## config.mk

```make
export PLATFORM = sky130hd
export DESIGN_NAME = nts_engine_ctrl
export DESIGN_NICKNAME = d
export VERILOG_FILES = /design/src/rtl/nts_engine_ctrl.sv
export SDC_FILE = /design/constraint.sdc
export NUM_CORES = 1
export LEC_CHECK = 0
export BUFFER_PORTS_ARGS = -buffer_cell sky130_fd_sc_hd__buf_2
export CAP_MARGIN = 25
export CORE_AREA = 2 2 188 144
export CTS_CLUSTER_DIAMETER = 150
export CTS_CLUSTER_SIZE = 12
export DETAILED_ROUTE_END_ITERATION = 8
export DIE_AREA = 0 0 190 146
export GPL_TIMING_DRIVEN = 0
export HOLD_SLACK_MARGIN = 0.02
export PLACE_DENSITY_LB_ADDON = 0.15
export SYNTH_ARGS = -nofsm -noshare
export SYNTH_HDL_FRONTEND = slang
export SYNTH_SLANG_ARGS = --single-unit
```

## constraint.sdc

```tcl
create_clock -name i_clk -period 2.82 [get_ports i_clk]
set_clock_uncertainty 0.1 [all_clocks]
set_input_delay 0.423 -clock i_clk [delete_from_list [all_inputs] [get_ports i_clk]]
set_output_delay 0.423 -clock i_clk [all_outputs]
set_load 0.005 [all_outputs]
```

## src/rtl/nts_engine_ctrl.sv

```systemverilog
// Per-engine packet controller: copies one dispatcher packet into rx memory, runs the parser
// under a watchdog, records a status code and saturating statistics, then releases the packet.
module nts_engine_ctrl #(
  parameter int ADDR_WIDTH    = 10,
  parameter int DATA_WIDTH    = 64,
  parameter int MIN_WORDS     = 2,
  parameter int TIMEOUT_WIDTH = 16,
  parameter int CNT_WIDTH     = 32
) (
  input  logic                      i_clk,
  input  logic                      i_areset_n,
  output logic                      o_busy,
  input  logic                      i_dispatch_packet_available,
  output logic                      o_dispatch_packet_read_discard,
  input  logic [DATA_WIDTH/8-1:0]   i_dispatch_data_valid,
  input  logic                      i_dispatch_fifo_empty,
  output logic                      o_dispatch_fifo_rd_en,
  input  logic [DATA_WIDTH-1:0]     i_dispatch_fifo_rd_data,
  output logic                      o_mem_we,
  output logic [ADDR_WIDTH-1:0]     o_mem_addr,
  output logic [DATA_WIDTH-1:0]     o_mem_wdata,
  output logic                      o_parser_start,
  output logic [ADDR_WIDTH:0]       o_packet_words,
  output logic [DATA_WIDTH/8-1:0]   o_last_word_valid,
  input  logic                      i_parser_done,
  input  logic                      i_parser_error,
  input  logic [TIMEOUT_WIDTH-1:0]  i_timeout,
  output logic [2:0]                o_status,
  output logic [CNT_WIDTH-1:0]      o_cnt_ok,
  output logic [CNT_WIDTH-1:0]      o_cnt_err,
  output logic [2:0]                o_dbg_state
);

  localparam int VW    = DATA_WIDTH / 8;
  localparam int DEPTH = 2 ** ADDR_WIDTH;

  localparam logic [2:0] ST_OK       = 3'd0;
  localparam logic [2:0] ST_BAD      = 3'd1;
  localparam logic [2:0] ST_OVERFLOW = 3'd2;
  localparam logic [2:0] ST_TIMEOUT  = 3'd3;
  localparam logic [2:0] ST_PERR     = 3'd4;

  typedef enum logic [2:0] {
    S_IDLE    = 3'd0,
    S_COPY    = 3'd1,
    S_DRAIN   = 3'd2,
    S_PROCESS = 3'd3,
    S_DISCARD = 3'd4
  } state_t;

  state_t                   state_q, state_d;
  logic [ADDR_WIDTH:0]      words_q, words_d;
  logic                     inflight_q, inflight_d;
  logic                     start_q, start_d;
  logic [TIMEOUT_WIDTH-1:0] wd_q, wd_d;
  logic [2:0]               status_q, status_d;
  logic [VW-1:0]            mask_q, mask_d;
  logic [CNT_WIDTH-1:0]     cnt_ok_q, cnt_ok_d;
  logic [CNT_WIDTH-1:0]     cnt_err_q, cnt_err_d;

  logic                     rd_en;
  logic                     mem_we;
  logic                     discard;
  logic [ADDR_WIDTH+1:0]    fill;
  logic [TIMEOUT_WIDTH:0]   wd_next;

  // FIFO read has one cycle of latency: a word requested with rd_en is written the next cycle,
  // so the space check counts the outstanding read as already occupying memory.
  assign fill    = {1'b0, words_q} + {{(ADDR_WIDTH+1){1'b0}}, inflight_q};
  assign wd_next = {1'b0, wd_q} + (TIMEOUT_WIDTH+1)'(1);

  always_comb begin
    state_d    = state_q;
    words_d    = words_q;
    start_d    = 1'b0;
    wd_d       = wd_q;
    status_d   = status_q;
    mask_d     = mask_q;
    cnt_ok_d   = cnt_ok_q;
    cnt_err_d  = cnt_err_q;
    rd_en      = 1'b0;
    mem_we     = 1'b0;
    discard    = 1'b0;
    case (state_q)
      S_IDLE: begin
        if (i_dispatch_packet_available && !i_dispatch_fifo_empty) begin
          state_d = S_COPY;
          words_d = '0;
        end
      end
      S_COPY: begin
        rd_en  = !i_dispatch_fifo_empty && (fill < (ADDR_WIDTH+2)'(DEPTH));
        mem_we = inflight_q;
        if (inflight_q) words_d = words_q + (ADDR_WIDTH+1)'(1);
        // Empty here means the last outstanding word is being written this cycle.
        if (i_dispatch_fifo_empty) begin
          mask_d = i_dispatch_data_valid;
          if (words_d < (ADDR_WIDTH+1)'(MIN_WORDS) || i_dispatch_data_valid == '0) begin
            status_d = ST_BAD;
            state_d  = S_DISCARD;
          end else begin
            start_d = 1'b1;
            wd_d    = '0;
            state_d = S_PROCESS;
          end
        end else if (fill == (ADDR_WIDTH+2)'(DEPTH)) begin
          state_d = S_DRAIN;
        end
      end
      S_DRAIN: begin
        rd_en = !i_dispatch_fifo_empty;
        if (i_dispatch_fifo_empty && !inflight_q) begin
          status_d = ST_OVERFLOW;
          state_d  = S_DISCARD;
        end
      end
      S_PROCESS: begin
        wd_d = wd_next[TIMEOUT_WIDTH-1:0];
        if (i_parser_error) begin
          status_d = ST_PERR;
          state_d  = S_DISCARD;
        end else if (i_parser_done) begin
          status_d = ST_OK;
          state_d  = S_DISCARD;
        end else if (i_timeout != '0 && wd_next == {1'b0, i_timeout}) begin
          status_d = ST_TIMEOUT;
          state_d  = S_DISCARD;
        end
      end
      S_DISCARD: begin
        discard = 1'b1;
        if (status_q == ST_OK) begin
          if (~&cnt_ok_q) cnt_ok_d = cnt_ok_q + CNT_WIDTH'(1);
        end else begin
          if (~&cnt_err_q) cnt_err_d = cnt_err_q + CNT_WIDTH'(1);
        end
        state_d = S_IDLE;
      end
      default: state_d = S_IDLE;
    endcase
  end

  assign inflight_d = rd_en;

  always_ff @(posedge i_clk or negedge i_areset_n) begin
    if (!i_areset_n) begin
      state_q    <= S_IDLE;
      words_q    <= '0;
      inflight_q <= 1'b0;
      start_q    <= 1'b0;
      wd_q       <= '0;
      status_q   <= '0;
      mask_q     <= '0;
      cnt_ok_q   <= '0;
      cnt_err_q  <= '0;
    end else begin
      state_q    <= state_d;
      words_q    <= words_d;
      inflight_q <= inflight_d;
      start_q    <= start_d;
      wd_q       <= wd_d;
      status_q   <= status_d;
      mask_q     <= mask_d;
      cnt_ok_q   <= cnt_ok_d;
      cnt_err_q  <= cnt_err_d;
    end
  end

  assign o_busy                         = (state_q != S_IDLE);
  assign o_dispatch_packet_read_discard = discard;
  assign o_dispatch_fifo_rd_en          = rd_en;
  assign o_mem_we                       = mem_we;
  assign o_mem_addr                     = words_q[ADDR_WIDTH-1:0];
  assign o_mem_wdata                    = mem_we ? i_dispatch_fifo_rd_data : '0;
  assign o_parser_start                 = start_q;
  assign o_packet_words                 = words_q;
  assign o_last_word_valid              = mask_q;
  assign o_status                       = status_q;
  assign o_cnt_ok                       = cnt_ok_q;
  assign o_cnt_err                      = cnt_err_q;
  assign o_dbg_state                    = state_q;

endmodule

```

[After elaboration in Yosys (flattened, before gate mapping)]
Cells that the tools add are included.
Storage, ports and cells
  register bits: 107
  bits of input ports: 94
  output and inout port bits: 168
  logic and storage cells: 86
Cells by class
  add/sub/neg operators: 5
  $lt $le $gt $ge: 2
  equal/unequal tests: 13
  muxes and demuxes: 30
  bitwise logic cells: 3
  reduce and logical (&&, ||, !) cells: 24
Operators with widths (number)
  32-bit by 1-bit adder with 32-bit output, second input constant: 2
  64-bit two-way mux: 1
  32-bit AND reduction: 2
  3-bit two-way mux: 14
  11-bit two-way mux: 3
  16-bit two-way mux: 2
  16-bit case mux with 2 select lines: 1
  11-bit case mux with 2 select lines: 1
  16-bit by 1-bit adder with 17-bit output, second input constant: 1
  17-bit by 16-bit == test with 1-bit output: 1
  16-bit nonzero test: 1
  11-bit by 1-bit adder with 12-bit output: 1
  12-bit by 11-bit == test with 1-bit output, second input constant: 1
  12-bit by 11-bit less-than comparator with 1-bit output, second input constant: 1
  3-bit case mux with 4 select lines: 1
  11-bit by 1-bit adder with 11-bit output, second input constant: 1
  11-bit by 2-bit less-than comparator with 1-bit output, second input constant: 1
  2-bit inequality test, second input constant: 5
  3-bit case mux with 3 select lines: 1
  3-bit AND reduction: 3
  8-bit logical NOT: 1
  3-bit by 2-bit == test with 1-bit output, second input constant: 2
  3-bit logical NOT: 2
  3-bit nonzero test: 2
  14 further kinds: 26

[Depth between registers and ports, before layout]
  word-level depth: 8
  depth in mapped cells: 10
  depth with buffers taken out: 10

[Least setup slack after synthesis]
Ideal clock, no wire load.
  kind: reg2reg
  start: register wd_q[0]
  end: register status_q[2], in the netlist o_status[2]
  setup time: 0.121 ns
  arrival time: 2.575 ns
  required time: 2.599 ns
  setup slack: 0.024 ns
  cell stages (with the launch flop): 11
  buffers on the path: 1
  period minus slack after synthesis: 2.796 ns
  cell sequence: dfrtp_1 ha_1 nand3_2 or3_1 buf_2 or4_1 a21oi_1 nand4b_1 a21oi_2 o211ai_2 a22o_1
On the way
  cells in the longest elaborated chain, start to end: 5
RTL lines
  start: declaration: line 55  | logic [TIMEOUT_WIDTH-1:0] wd_q, wd_d;
  start signal: assignment: line 161  | wd_q <= wd_d;
  16-bit by 1-bit adder with 17-bit output: line 70  | assign wd_next = {1'b0, wd_q} + (TIMEOUT_WIDTH+1)'(1);
  17-bit by 16-bit == test with 1-bit output: line 125  | end else if (i_timeout != '0 && wd_next == {1'b0, i_timeout}) begin
  1-bit logical AND: line 125
  4-bit inequality test (no line)
  5-bit AND reduction (no line)
  end signal: assignment: line 162  | status_q <= status_d;
  end: declaration: line 56  | logic [2:0] status_q, status_d;
No other way between the ends.
A chain may end at the register's enable or synchronous reset.

[Final worst setup path]
  start: register inflight_q
  end: output port o_dispatch_fifo_rd_en
On the way
  cells in the longest elaborated chain, start to end: 4
RTL lines
  start: declaration: line 53  | logic inflight_q, inflight_d;
  start signal: assignment: line 159  | inflight_q <= inflight_d;
  11-bit by 1-bit adder with 12-bit output: line 69  | assign fill = {1'b0, words_q} + {{(ADDR_WIDTH+1){1'b0}}, inflight_q};
  12-bit by 11-bit less-than comparator with 1-bit output: line 92  | rd_en = !i_dispatch_fifo_empty && (fill < (ADDR_WIDTH+2)'(DEPTH));
  1-bit logical AND: line 92
  1-bit case mux with 2 select lines: line 84  | case (state_q)
  end: declaration: line 17  | output logic o_dispatch_fifo_rd_en,
No other way between the ends.

==> results.toml <==
[timing]
worst_slew_pin_slew_ns = 0.769
fin_tns_setup_ns = -0.00864
setup-violations-final = 1
post-route-min-period_ns = 2.83
unrepaired_setup_endpoints_after_global_routing = "yes"
report.final.hold_viol_count = 0
drv_slew = 0
setup_ws_ns = -0.00864
timing.fmax_mhz = 354
share_of_the_cycle_needed_by_the_critical_path_after_routing_pct = 100
slew-limit-headroom_pct = 48.4

[status]
status = "finished, violations left"
violations = "negative setup slack"

[die]
die_height_um = 146
initial_util_pct = 24.7
die_area_mm2 = 0.0277
num_rows = 51
fp.coreArea_mm2 = 0.0257
die_x_um = 190
design.portCount = 262

[synth]
synth-seq-cells = 107
synth-async-reset-ratio_pct = 100
mappedNetlistArea_mm2 = 0.00636
synthDistinctLibCells = 55
synth_edf_count = 0
ys_warn_count = 0
synth_top_area_cell = "sky130_fd_sc_hd__dfrtp_1"
synthDominantCellAreaShare_pct = 42.1
dominantRegCellSynth = "sky130_fd_sc_hd__dfrtp_1"
syn-mean-instance-area_um2 = 9.15
synthesized_net_count = 796
synth.most_common_cell = "sky130_fd_sc_hd__dfrtp_1"
synth.top_cells.by_count = "sky130_fd_sc_hd__dfrtp_1, sky130_fd_sc_hd__and2_1, sky130_fd_sc_hd__xnor2_1"
synth_top_cells_by_area = "sky130_fd_sc_hd__dfrtp_1, sky130_fd_sc_hd__xnor2_1, sky130_fd_sc_hd__and2_1, sky130_fd_sc_hd__xor2_1, sky130_fd_sc_hd__nand4_1"
yosysSeqAreaShare_pct = 42.1
mapped_cells = 695

[pwr]
sequentialPowerShare_pct = 37.2
p_per_area_mw_per_mm2 = 609
switchingPower_mw = 2.06
power_frac_comb_pct = 39.0
vdd_ir_max_mv = 0.310
power_report.internal_total_mw = 3.36
clock_power_share_pct = 23.8
power.share.switching_pct = 38.0
power.static_leakage_nw = 4.42

[placement]
detailed_place_hpwl_mm = 15.9
routabilityCongestion = 0.784
placed_cell_area_mm2 = 0.00813
numPortBuffers = 261

[worst_setup_path]
worstSetupEndpointType = "output pin"
max_stage_delay_ns = 0.40
worst_path_max_delay_cell = "sky130_fd_sc_hd__dfrtp_1"
critPathArrivalTime_ns = 2.31
worstSetupStartpointType = "flip-flop"
cell_chain_critical_path = "ha_4, ha_4, nand3_2, or2_4, nor2_4, nand3_1, o21ai_1, nand3_1, o21ai_1, nor3b_4, buf_2"
required_time_at_the_worst_slack_endpoint_ns = 2.30
crit_path_max_fanout = 4
timing_worst_setup_path_type = "flip-flop to output pin"

[job]
timing.max_cap.violations = 0

[detailed_routing]
drt_pass1_iterations = 5
initialDrtViolationCount = 289
drt_wirelength_mm = 20.8
detailroute.via_count = 6160
drt-wirelength-per-cell_um = 15.6
vias_per_cell = 4.60
detail-route-antenna-nets = 0
drt_drc_violations_left = 0

[clock_network]
clock_tree.buffer_depth = 2
cts-buffers-inserted = 9
clk_root_buffer_cell = "sky130_fd_sc_hd__clkbuf_16"
cts.clk_slew.worst_paths_ns = 0.08
tritoncts_clock_tree = "yes"
worstSkewPairLatency_ns = 0.36
htreeDepth = 3
cts.sink_count = 107

[cells_and_area]
final_layout_size_suffix_gt1_share_pct = 38.8
antenna-diode-count = 0
post-route-cell-area_mm2 = 0.00890
regArea_mm2 = 0.00268
final_core_utilization_pct = 34.6
syn_to_final_growth_pct = 40.0
multi_input_comb_area_mm2 = 0.00365
fillerInstances = 2731
final_net_count = 1091

[global_routing]
initial_antenna_violation_count = 1
grt_pass1_vias = 5738
global_route_wire_length_before_repair_mm = 32.3
grt.overflow.total = 0
grt_util_all_layers_pct = 14.8
grt_max_degree = 57

[hold_path]
holdCritPathClass = "input pin to flip-flop"
-- cells in the final DEF, fill, tap and decap left out, drive strengths merged, types with 24 or more instances in the layout --
master / Yosys / final
nor2: 43 / 43
xnor2: 67 / 67
and2: 67 / 67
nand4: 33 / 33
nand2: 48 / 48
xor2: 24 / 24
o21ai: 29 / 29
clkbuf: 24 / 33
buf: 23 / 307
nand3: 42 / 42
dfrtp: 107 / 107
-- state kept, by name, summed over array words and instances (netlist names) --
signal / flops
wd_q: 16
o_last_word_valid: 8
o_packet_words: 11
o_cnt_ok: 32
o_parser_start: 1
o_status: 3
o_cnt_err: 32
inflight_q: 1
o_dbg_state: 3
-- per-layer routing --
metal / vias up / track usage [%] / wire [µm]
met5: - / 0 / 7
met1: 2881 / 20.7 / 9920
met2: 220 / 23.2 / 9380
met4: 2 / 3.53 / 210
li1: 3041 / - / -
met3: 16 / 3.40 / 1300
-- cell type report --
| cell class | instances | share of cell area (%) |
|---|---|---|
| tap | 344 | 4.84 |
| clock inverter | 6 | 0.633 |
| sequential | 107 | 30.2 |
| inverter | 16 | 0.675 |
| clock buffer | 10 | 2.57 |
| timing repair buffer | 290 | 17.4 |
| buffer | 41 | 2.67 |
| multi-input combinational | 525 | 41.0 |
-- cell families after synthesis --
family,Yosys count,share of synthesized area (%)
AND/OR/NAND/NOR,314,27.1
multiplexers,11,1.93
AO/OA/AOI/OAI,102,10.3
flip-flops,107,42.1
adder cells (fa/ha/maj),7,1.38
XOR/XNOR,91,12.5
buffers and inverters,63,4.66
-- metrics by stage --
stage / instances / hold WS, ns / setup slack, ns / power, mW
3_3_place_gp: 1300 / 0.379 / -0.882 / 3.95
4_1_cts: 1332 / 0.184 / -0.0888 / 5.45
6_report: 1339 / 0.206 / -0.00864 / 5.42
5_1_grt: 1339 / 0.197 / -0.136 / 5.84
3_5_place_dp: 1301 / 0.313 / -0.903 / 3.95
2_1_floorplan: 695 / 0.0274 / 0.0239 / 3.15
-- worst paths after layout --
kind / start / to / slack [ns] / cells after the start
worst max register to register: o_packet_words[0]$_DFFE_PN0P_ / o_status[1]$_DFFE_PN0P_ / 0.06 / 10
worst min register to register: o_cnt_ok[16]$_DFFE_PN0P_ / o_cnt_ok[16]$_DFFE_PN0P_ / 0.39 / 1
worst max-delay path: inflight_q$_DFF_PN0_ / o_dispatch_fifo_rd_en / -0.009 / 11
worst min-delay path: i_dispatch_data_valid[3] / o_last_word_valid[3]$_DFFE_PN0P_ / 0.21 / 2
min in group asynchronous: i_areset_n / o_cnt_ok[16]$_DFFE_PN0P_ / 0.47 / 2
max in group asynchronous: i_areset_n / wd_q[1]$_DFFE_PN0P_ / 1.46 / 3
-- power groups by stage --
stage                     registers, mW  clock network [mW]  logic, mW
final                              2.01                1.29       2.11
after floorplan                    1.98                   0       1.17
after global placement             2.01                   0       1.94
after global routing               2.07                1.41       2.37
after CTS                          2.00                1.35       2.11
after detailed placement           2.02                   0       1.93
-- critical path: cells and delay by family (launching register included) --
family	cells	cell delay, ns
flops	1	0.40
compound gates	2	0.20
simple gates	6	0.86
fa+ha+maj	2	0.30
buf+inv	1	0.16
-- timing repair --
item | CTS | global route
gates cloned | 0 | 0
gates resized for setup | 36 | 43
hold endpoints to repair | 51 | 0
hold buffers | 1 | 0
pin swaps | 13 | 16
endpoints found under the setup margin | 54 | 66
setup buffers | 17 | 10
No activity file was read; power rests on OpenSTA's default activity.
